$ cat src/rtl/uart_rx_if.sv
// uart_rx_if: receive-side byte interface of the UART receiver.
//   o_Data        8  last good received byte, held until the next good frame
//   o_Valid       1  one-cycle strobe, o_Data is new in this cycle
//   o_FrameError  1  one-cycle strobe, stop bit was sampled low
//   o_Busy        1  high while a frame is in progress
// Modports: master = the receiver (drives), slave = the byte consumer.
interface uart_rx_if;
  logic [7:0] o_Data;
  logic       o_Valid;
  logic       o_FrameError;
  logic       o_Busy;

  modport master (
    output o_Data,
    output o_Valid,
    output o_FrameError,
    output o_Busy
  );

  modport slave (
    input o_Data,
    input o_Valid,
    input o_FrameError,
    input o_Busy
  );
endinterface

$ cat src/rtl/uart_rx.sv
// uart_rx: 8N1 serial receiver. Recovers idle-high frames (start bit, 8 data
// bits LSB first, stop bit) from an asynchronous pin, samples each bit at its
// midpoint and presents each byte as a one-cycle strobe on the system clock.
// Ports:
//   i_Clock  system clock, rising edge
//   i_Reset  asynchronous active-high reset
//   i_UART   serial line, asynchronous, idle high
//   rx       uart_rx_if.master: o_Data, o_Valid, o_FrameError, o_Busy
module uart_rx #(
  parameter int CLKS_PER_BIT = 868
) (
  input  logic      i_Clock,
  input  logic      i_Reset,
  input  logic      i_UART,
  uart_rx_if.master rx
);

  localparam int HALF = (CLKS_PER_BIT - 1) / 2;
  localparam logic [15:0] HALF_COUNT = 16'(HALF);
  localparam logic [15:0] LAST_COUNT = 16'(CLKS_PER_BIT - 1);

  typedef enum logic [2:0] {
    S_IDLE,
    S_START,
    S_DATA,
    S_STOP,
    S_BREAK
  } state_t;

  state_t      state;
  logic        sync_1;
  logic        line;
  logic [15:0] bit_count;
  logic [2:0]  bit_index;
  logic [7:0]  shift_reg;
  logic [7:0]  data_reg;
  logic        valid_reg;
  logic        frame_error_reg;

  // Two-flop synchroniser. Resetting both flops high makes the line look idle
  // straight out of reset, so nothing downstream sees a spurious start edge.
  always_ff @(posedge i_Clock or posedge i_Reset) begin
    if (i_Reset) begin
      sync_1 <= 1'b1;
      line   <= 1'b1;
    end else begin
      sync_1 <= i_UART;
      line   <= sync_1;
    end
  end

  // Receive FSM. Reset lands in S_BREAK so an interrupted frame can only be
  // followed by a start bit after the line has been seen high again; the
  // receiver never locks onto the falling edge of a data bit.
  always_ff @(posedge i_Clock or posedge i_Reset) begin
    if (i_Reset) begin
      state           <= S_BREAK;
      bit_count       <= '0;
      bit_index       <= '0;
      shift_reg       <= '0;
      data_reg        <= '0;
      valid_reg       <= 1'b0;
      frame_error_reg <= 1'b0;
    end else begin
      valid_reg       <= 1'b0;
      frame_error_reg <= 1'b0;
      case (state)
        S_IDLE: begin
          if (!line) begin
            state     <= S_START;
            bit_count <= '0;
          end
        end

        // A start bit that is high again at its midpoint is a glitch.
        S_START: begin
          if (bit_count == HALF_COUNT) begin
            if (!line) begin
              state     <= S_DATA;
              bit_count <= '0;
              bit_index <= '0;
            end else begin
              state <= S_IDLE;
            end
          end else begin
            bit_count <= bit_count + 16'd1;
          end
        end

        // Counting a full bit period from the start-bit midpoint keeps every
        // later sample at the middle of its bit.
        S_DATA: begin
          if (bit_count == LAST_COUNT) begin
            shift_reg[bit_index] <= line;
            bit_count            <= '0;
            if (bit_index == 3'd7) begin
              state <= S_STOP;
            end else begin
              bit_index <= bit_index + 3'd1;
            end
          end else begin
            bit_count <= bit_count + 16'd1;
          end
        end

        // Leaving at the stop-bit midpoint gives half a bit of slack for a
        // fast sender's next start bit.
        S_STOP: begin
          if (bit_count == LAST_COUNT) begin
            bit_count <= '0;
            if (line) begin
              data_reg  <= shift_reg;
              valid_reg <= 1'b1;
              state     <= S_IDLE;
            end else begin
              frame_error_reg <= 1'b1;
              state           <= S_BREAK;
            end
          end else begin
            bit_count <= bit_count + 16'd1;
          end
        end

        S_BREAK: begin
          if (line) begin
            state <= S_IDLE;
          end
        end

        default: state <= S_BREAK;
      endcase
    end
  end

  assign rx.o_Data       = data_reg;
  assign rx.o_Valid      = valid_reg;
  assign rx.o_FrameError = frame_error_reg;
  assign rx.o_Busy       = (state == S_START) || (state == S_DATA) || (state == S_STOP);

endmodule

$ cat src/flat_wrapper.sv
// flat-port wrapper written by rule: the top's interface ports become plain ports
module uart_rx_flat 
#(
  parameter int CLKS_PER_BIT = 868
)
  (i_Clock, i_Reset, i_UART, rx_o_Data, rx_o_Valid, rx_o_FrameError, rx_o_Busy);
  uart_rx_if rx_i ();
  input  logic i_Clock;
  input  logic i_Reset;
  input  logic i_UART;
  output wire logic [$bits(rx_i.o_Data)-1:0] rx_o_Data;
  output wire logic [$bits(rx_i.o_Valid)-1:0] rx_o_Valid;
  output wire logic [$bits(rx_i.o_FrameError)-1:0] rx_o_FrameError;
  output wire logic [$bits(rx_i.o_Busy)-1:0] rx_o_Busy;
  assign rx_o_Data = rx_i.o_Data;
  assign rx_o_Valid = rx_i.o_Valid;
  assign rx_o_FrameError = rx_i.o_FrameError;
  assign rx_o_Busy = rx_i.o_Busy;
  uart_rx #(.CLKS_PER_BIT(CLKS_PER_BIT)) u_core (.i_Clock(i_Clock), .i_Reset(i_Reset), .i_UART(i_UART), .rx(rx_i));
endmodule
$ cat config.mk
export PLATFORM = sky130hd
export DESIGN_NAME = uart_rx_flat
export DESIGN_NICKNAME = d
export VERILOG_FILES = /design/src/rtl/uart_rx_if.sv /design/src/rtl/uart_rx.sv /design/src/flat_wrapper.sv
export SDC_FILE = /design/constraint.sdc
export NUM_CORES = 1
export LEC_CHECK = 0
export ABC_CLOCK_PERIOD_IN_PS = 3800
export CORE_MARGIN = 2
export CORE_UTILIZATION = 45
export DETAILED_ROUTE_END_ITERATION = 6
export DONT_BUFFER_PORTS = 1
export GPL_ROUTABILITY_DRIVEN = 0
export PLACE_DENSITY_LB_ADDON = 0.3
export SLEW_MARGIN = 20
export SYNTH_ARGS = -nofsm -noshare
export SYNTH_HDL_FRONTEND = slang
export SYNTH_SLANG_ARGS = --single-unit
$ cat constraint.sdc
create_clock -name i_Clock -period 3.8 [get_ports i_Clock]
set_input_delay 0.76 -clock i_Clock [delete_from_list [all_inputs] [get_ports i_Clock]]
set_output_delay 0.76 -clock i_Clock [all_outputs]
set_load 0.005 [all_outputs]
==> flow_summary_export.csv <==
group,metric,value,unit
outcome,outcome,"complete, no violations",
synthesis,ys.flop_type,"dfrtp_1",
placed_design,pre_cts_slack,1.360,ns
global_routing,grt_max_degree,43,
pwr,irDropWorstVdd,0.0002078,V
drt,vias,1530,
global_routing,overflow,0,
timing,rsz0062_at_grt,"false",
drt,drt-total-wl,3827,µm
timing,slew_headroom,0.5212,
critical_path,cp_data_required_time,3.98,ns
drt,drc,0,
clock_tree,clock_latency,0.29,ns
placed_design,io_buffers,0,
global_routing,antenna_found_initial,0,
final_layout,antenna_cells,0,
synthesis,yosys.area.top_type,"dfrtp_1",
final_layout,drive_gt1_frac,0.1818,
critical_path,worstPathArrival,2.63,ns
global_routing,groute.usage.overall,0.1629,
synthesis,synth_edf_count,0,
drt,drtIter0Drc,149,
worst_hold_path,hold_path.class,"flop to flop",
timing,fin_skew,0.007898,ns
timing,fin_crit,2.451,ns
synthesis,synth_cell_type_count,41,
critical_path,startpoint_type,"flop",
synthesis,ys_seq_area_frac,0.4962,
clock_tree,cts_buffer_depth,2,
timing,hold_viol,0,
final_layout,final_area,2278,µm²
drt,wl_per_cell,14.55,µm
synthesis,yosys.cell_count.top_type,"dfrtp_1",
pwr,power.share.clock,0.427,
clock_tree,cts_setup_buffers,0,
drt,dr.pass1.iters,4,
timing,finalWorstSetupSlack,1.349,ns
synthesis,syn_avg_cell_area,10.22,µm²
worst_hold_path,holdCritStartpoint,"u_core.sync_1",
timing,max_freq,408.1,MHz
clock_tree,root_buffer,"clkbuf_8",
synthesis,synth.area.top_cells,"dfrtp_1, mux2_2, nand3_1",
critical_path,r2r-start,"u_core.bit_count[0]",
global_routing,grt_pass1_wl,6679,µm
pwr,switchingPower,0.1592,mW
die,core_area,4629,µm²
clock_tree,cts.sinks,42,
synthesis,syn-num-nets,215,
die,io_pins,14,
synthesis,ys_ff_latch,42,
critical_path,startpoint,"u_core.bit_count[0]",
final_layout,fin_util,0.4922,
drt,vias_per_cell,5.817,
clock_tree,cts_resized,0,
synthesis,synthDominantCellAreaShare,0.4591,
synthesis,synth_cells,208,
die,dieWidth,72.73,µm
timing,worst_pin_slew,0.7181,ns
die,row_count,25,
die,start_util,0.4592,
pwr,p_seq_frac,0.561,
placed_design,dpl_cell_area,2168,µm²
final_layout,largest_reg_flops,16,
timing,fin_crit_sh,0.6449,
global_routing,grt_pass1_vias,1425,
synthesis,netlist_area,2126,µm²
drt,ant_nets,0,
pwr,p_leak,1.075,nW
critical_path,path_max_fanout,18,
timing,setup_violations,0,
synthesis,async_flop_share,1.000,
clock_tree,hold_buffers,0,
pwr,p_sw_frac,0.1978,
critical_path,cp-end-kind,"flop",
critical_path,crit_type,"flop to flop",
synthesis,yosys-top-cells-count,"dfrtp_1, inv_1, nand3_1, mux2_2",
final_layout,num-nets-final,215,
clock_tree,cts_buffers,5,
final_layout,area_growth,7.181,%
die,die_h,72.73,µm
clock_tree,tritoncts,"done",
pwr,p_comb_frac,0.012,
flow_run,drv_cap,0,
die,die_area,5290,µm²
clock_tree,clk_pin_slew_worst_paths,0.08,ns
pwr,power_density,353.3,nW/µm²
clock_tree,cts_max_level,2,
placed_design,hpwlAfterDp,2597,µm
synthesis,yosys_warnings,0,
timing,tns,0,ns
pwr,internal_power,0.6458,mW
timing,maxSlewViolCount,0,
-- layer usage --
| metal | share of wire | wire [µm] | GRT usage | vias up |
|---|---|---|---|---|
| li1 | - | - | - | 747 |
| met1 | 0.48 | 1846 | 0.2274 | 743 |
| met2 | 0.46 | 1743 | 0.2404 | 36 |
| met3 | 0.043 | 163 | 0.04006 | 4 |
| met4 | 0.019 | 73 | 0.07202 | 0 |
| met5 | 0 | 0 | 0 | - |
-- power groups by stage --
| stage | registers (mW) | logic [mW] | clock network, mW |
|---|---|---|---|
| after floorplan | 0.458 | 0.00828 | 0 |
| after global placement | 0.460 | 0.0106 | 0 |
| after detailed placement | 0.460 | 0.0108 | 0 |
| after CTS | 0.451 | 0.0108 | 0.355 |
| after global routing | 0.452 | 0.0120 | 0.380 |
| final | 0.451 | 0.00980 | 0.344 |
-- stage by stage --
step	hold slack [ns]	power, mW	std cells
after global routing	0.3650	0.8436	263
after global placement	0.3455	0.4705	255
after floorplan	0.3452	0.4665	208
final	0.3644	0.8050	263
after detailed placement	0.3510	0.4709	255
after CTS	0.3661	0.8172	263
-- worst max-delay path: stages, from the launching register on --
cell	delay (ns)
dfrtp_1	0.43
ha_1	0.24
or3b_2	0.48
nor4_4	0.31
o22ai_2	0.35
and3_1	0.27
a211o_1	0.25
-- layout make-up --
| class | instances | area, µm² |
|---|---|---|
| Clock buffer | 6 | 72.57 |
| Clock inverter | 2 | 37.54 |
| Fill cell | 434 | 2351 |
| Inverter | 19 | 71.32 |
| Multi-Input combinational cell | 139 | 967.2 |
| Sequential cell | 42 | 1055 |
| Tap cell | 54 | 67.56 |
| Timing Repair Buffer | 1 | 7.507 |
-- worst paths after layout --
| check | slack [ns] | endpoint | cells past startpoint |
|---|---|---|---|
| setup / recovery | 1.35 | u_core.bit_count[12] | 6 |
| hold / removal | 0.36 | u_core.line | 0 |
| setup reg to reg | 1.35 | u_core.bit_count[12] | 6 |
| hold reg to reg | 0.36 | u_core.line | 0 |
| max in group asynchronous | 2.96 | u_core.state[2] | 2 |
| min in group asynchronous | 0.47 | u_core.shift_reg[4] | 2 |
-- logic make-up (layout without fill, tap and decap cells) --
group	count (synthesis)	in the layout	synth area share
buf+inv	27	28	0.04885
fa+ha+maj	4	4	0.02354
mux	20	20	0.1036
compound gates	37	37	0.1065
simple gates	77	77	0.2172
xor+xnor	1	1	0.004121
flops	42	42	0.4962
-- cells in the final DEF (no fill, tap or decap), drive strengths merged, types with 5 or more instances in the layout --
| cell | Yosys | layout |
|---|---|---|
| o21ai | 12 | 12 |
| or3 | 6 | 6 |
| nand4 | 5 | 5 |
| clkbuf | 6 | 6 |
| dfrtp | 39 | 39 |
| nor3 | 6 | 6 |
| nand3 | 18 | 18 |
| inv | 19 | 18 |
| nor2 | 10 | 10 |
| a21oi | 12 | 12 |
| nand2 | 12 | 12 |
| mux2 | 16 | 16 |
(Power assumes the default switching activity.)
